## config.mk

```make
export PLATFORM = sky130hd
export DESIGN_NAME = msrv32_integer_file
export DESIGN_NICKNAME = d
export VERILOG_FILES = /design/src/rtl/msrv32_integer_file.sv
export SDC_FILE = /design/constraint.sdc
export NUM_CORES = 2
export LEC_CHECK = 0
export BUFFER_PORTS_ARGS = -buffer_cell sky130_fd_sc_hd__buf_2
export CORE_MARGIN = 1.5
export CORE_UTILIZATION = 50
export DETAILED_ROUTE_END_ITERATION = 8
export PLACE_DENSITY = 0.71
export SLEW_MARGIN = 20
export SYNTH_ARGS = -nofsm -noshare
export SYNTH_HDL_FRONTEND = slang
export SYNTH_SLANG_ARGS = --single-unit
```

## constraint.sdc

```tcl
create_clock -name clk_in -period 4.1 [get_ports clk_in]
set_input_delay 0.82 -clock clk_in [delete_from_list [all_inputs] [get_ports clk_in]]
set_output_delay 0.82 -clock clk_in [all_outputs]
set_load 0.02 [all_outputs]
```

## src/rtl/msrv32_integer_file.sv

```systemverilog
// msrv32_integer_file: RV32I architectural register file x0..x31.
// Two combinational read ports with a write-to-read bypass, one write port
// gated by the (already flush-qualified) write strobe. x0 has no storage
// and always reads zero.
module msrv32_integer_file #(
  parameter int XLEN = 32,
  parameter int REGS = 32
) (
  input  logic            clk_in,
  input  logic            rst_n_in,
  input  logic [4:0]      rs1_addr_in,
  input  logic [4:0]      rs2_addr_in,
  input  logic [4:0]      rd_addr_in,
  input  logic            wr_en_in,
  input  logic [XLEN-1:0] rd_in,
  output logic [XLEN-1:0] rs1_out,
  output logic [XLEN-1:0] rs2_out
);

  // Storage for x1..x(REGS-1); location 0 is intentionally absent.
  logic [XLEN-1:0] regs_q [1:REGS-1];

  logic            wr_hit_s;
  logic [XLEN-1:0] rs1_d;
  logic [XLEN-1:0] rs2_d;

  // A write is real only when strobed, not aimed at x0 and inside the array.
  always_comb begin
    wr_hit_s = 1'b0;
    if (wr_en_in && (rd_addr_in != 5'd0) && (int'(rd_addr_in) < REGS)) begin
      wr_hit_s = 1'b1;
    end else begin
      wr_hit_s = 1'b0;
    end
  end

  // Array update; reset clears every register asynchronously and wins over writes.
  always_ff @(posedge clk_in or negedge rst_n_in) begin
    if (!rst_n_in) begin
      for (int i = 1; i < REGS; i++) begin
        regs_q[i] <= '0;
      end
    end else if (wr_hit_s) begin
      regs_q[rd_addr_in] <= rd_in;
    end
  end

  // Read port 1: x0 -> zero, same-cycle write -> bypass, otherwise array.
  always_comb begin
    rs1_d = '0;
    if (rs1_addr_in == 5'd0) begin
      rs1_d = '0;
    end else if (int'(rs1_addr_in) >= REGS) begin
      rs1_d = '0;
    end else if (wr_en_in && (rs1_addr_in == rd_addr_in)) begin
      rs1_d = rd_in;
    end else begin
      rs1_d = regs_q[rs1_addr_in];
    end
  end

  // Read port 2: same selection rules as port 1, fully independent.
  always_comb begin
    rs2_d = '0;
    if (rs2_addr_in == 5'd0) begin
      rs2_d = '0;
    end else if (int'(rs2_addr_in) >= REGS) begin
      rs2_d = '0;
    end else if (wr_en_in && (rs2_addr_in == rd_addr_in)) begin
      rs2_d = rd_in;
    end else begin
      rs2_d = regs_q[rs2_addr_in];
    end
  end

  // Reads must be zero-latency for the bypass to work, so outputs stay combinational.
  assign rs1_out = rs1_d;
  assign rs2_out = rs2_d;

endmodule

```

==> run_results.csv <==
group,metric,value,unit
timing,min_period,3.92,ns
place,port_buffers,113,
final_layout,final_core_util,0.569,
pwr,vdd.ir_drop.worst,0.342,mV
final_layout,largest_reg_flops,992,
grt,overflow,0,
floorplanning,core_area,0.107,sq mm
cts,h-tree-depth,3,
synth,yosys_warnings,0,
route,ant_nets,0,
floorplanning,die_area,0.110,sq mm
final_layout,area_delta_synth_final,12.7,%
synth,ys_seq_area_frac,0.459,
cts,clk_latency,0.67,ns
final_layout,top_register,"regs_q",
synth,ys_types,51,
worst_setup_path,worst_setup_path_end_kind,"output pin",
floorplanning,die_w,332,um
timing,finalCritPeriodShare,0.955,
grt,grt_pass1_vias,37500,
synth,ys_top_cells_by_area,"dfrtp_1 46%, mux2_2 22%, mux4_2 17%",
worst_setup_path,crit_path_start_kind,"input pin",
timing,rsz0062_at_grt,"false",
run_status,status,"finished, final reports clean",
pwr,swShare,0.277,
worst_setup_path,cp.required,3.28,ns
place,hpwl,108000,um
timing,fin_setup_tns,0,ns
grt,grt_usage,0.318,
worst_setup_path,ff2ff_setup_slack,3.28,ns
cts,cts.sinks,992,
synth,syn_area_per_cell,14.5,sq um
route,via_per_inst,6.97,
worst_setup_path,cp_max_fo,40,
timing,timing.final.setup_violations,0,
timing,fin_skew,0,ns
route,drcViolationCount,0,
pwr,power,29.6,mW
job,cap_violations,0,
grt,antenna_found_initial,15,
final_layout,drive_above_1_share,0.540,
pwr,powerDensity,486,mW/mm^2
pwr,power.share.combinational,0.213,
route,wl,175000,um
cts,postCtsSetupBuffers,0,
cts,postCtsHoldBufs,0,
grt,grt_max_degree,147,
synth,synth_edf_count,0,
cts,cts_tree,"done",
cts,numCtsBuffers,105,
synth,synth_top_area_share,0.459,
pwr,p_clk_frac,0.343,
timing,max_clock_freq,0.255,GHz
synth,syn-num-nets,3781,
timing,slew_violations,0,
synth,synthFlopType,"dfrtp_1",
pwr,p_leak,26.4,nW
synth,syn_area,0.0541,sq mm
floorplanning,chipHeight,332,um
route,dr.pass1.iters,5,
cts,clk_path_buf_depth,3,
timing,slew_headroom,0.362,
final_layout,finalNetCount,3840,
cts,root_buffer,"clkbuf_16",
route,routedWlPerCell,33.1,um
cts,path_clk_slew,0.06,ns
grt,grt_pass1_wl,259000,um
pwr,switchingPower,8.20,mW
floorplanning,start_util,0.505,
timing,finalHoldViolCount,0,
hold_path,holdCritPathClass,"in2async",
route,via_count,36800,
pwr,p_seq_frac,0.444,
timing,worstMarginPinSlew,0.957,ns
floorplanning,io_pins,114,
route,drtIter0Drc,4001,
timing,whs,0.0417,ns
worst_setup_path,crit_type,"in2out",
synth,yosysTopAreaCell,"dfrtp_1",
place,place_congestion,0.886,
synth,async_flop_share,1.00,
synth,synthCells,3731,
floorplanning,rows,120,
final_layout,top_regs,"regs_q (992)",
synth,ys_ff_latch,992,
pwr,p_int,21.4,mW
worst_setup_path,cp_data_arrival_time,3.10,ns
cell usage in the layout (no fill, tap or decap), drive strengths merged, types with 27 or more instances in the layout:
| master | instances |
|---|---|
| a22oi | 47 |
| nand3 | 42 |
| dfrtp | 992 |
| clkinv | 30 |
| mux2 | 1067 |
| buf | 355 |
| a31oi | 39 |
| o21ai | 39 |
| mux2i | 160 |
| nor2 | 27 |
| mux4 | 407 |
| clkbuf | 147 |
| a21oi | 41 |
| nand2 | 165 |
| o211ai | 60 |
Yosys cell counts, types with 26 or more instances:
| library cell | number |
|---|---|
| a21oi_1 | 41 |
| a22oi_1 | 47 |
| a31oi_1 | 39 |
| buf_1 | 56 |
| buf_2 | 128 |
| buf_4 | 47 |
| clkbuf_1 | 152 |
| dfrtp_1 | 992 |
| mux2_2 | 1067 |
| mux2i_1 | 160 |
| mux4_2 | 405 |
| nand2_1 | 165 |
| nand3_1 | 41 |
| nor2_1 | 27 |
| o2111ai_1 | 26 |
| o211ai_1 | 60 |
| o21ai_0 | 39 |
routing by layer:
layer / global-route usage / routed length, um
met1: 0.426 / 68700
met2: 0.489 / 80700
met3: 0.0722 / 16200
met4: 0.158 / 9420
met5: 0 / 69
cell type report:
cell class / instances / area (sq um)
clock buffer: 147 / 3080
clock inverter: 48 / 591
fill: 8500 / 46200
tap: 1403 / 1760
multi-input combinational: 2333 / 27500
antenna: 3 / 7.51
timing repair buffer: 355 / 3240
inverter: 3 / 11.3
sequential: 992 / 24800
logic make-up (layout without fill, tap and decap cells):
family | after synthesis | in the layout | share of synthesized area
compound gates | 398 | 398 | 0.0567
mux | 1634 | 1634 | 0.421
xor+xnor | 10 | 10 | 0.00162
buf+inv | 406 | 553 | 0.0378
simple gates | 291 | 291 | 0.0242
flops | 992 | 992 | 0.459
other cells | 0 | 3 | 0
path summary, 6_finish.rpt:
kind | start | to | depth (start not counted)
setup / recovery | rs1_addr_in[0] | rs1_out[13] | 9
hold / removal | rst_n_in | regs_q[273] | 1
setup reg to reg | regs_q[936] | regs_q[936] | 1
hold reg to reg | regs_q[418] | regs_q[418] | 1
max in group asynchronous | rst_n_in | regs_q[358] | 2
min in group clk_in | rd_in[31] | regs_q[767] | 2
critical path, stage by stage:
cell and delay, ns:
buf_8 0.39, xor2_1 0.12, nor4_1 0.44, nand3_4 0.13
buf_12 0.21, o21a_1 0.17, a21oi_1 0.37, buf_4 0.21
buf_2 0.16
power groups by stage:
stage	logic, mW	registers [mW]	clock network (mW)
5_1_grt	6.70	13.4	10.6
3_3_place_gp	6.12	13.1	0
4_1_cts	6.29	13.1	10.3
3_5_place_dp	6.27	13.2	0
6_report	6.32	13.2	10.2
2_1_floorplan	4.77	12.7	0
per-stage QoR:
| stage | cells | area [sq um] | setup WS [ns] |
|---|---|---|---|
| 6_report | 5284 | 61000 | 0.184 |
| 5_1_grt | 5282 | 61000 | 0.0837 |
| 3_3_place_gp | 5086 | 57300 | 0.0454 |
| 4_1_cts | 5281 | 61000 | 0.0610 |
| 3_5_place_dp | 5086 | 57300 | 0.0711 |
| 2_1_floorplan | 3731 | 54100 | 0.826 |
what timing repair did:
action | CTS | global route
endpoints found under the setup margin | 0 | 1
hold endpoints to repair | 0 | 0
resized for setup | 0 | 1
No activity file was read; power rests on OpenSTA's default activity.
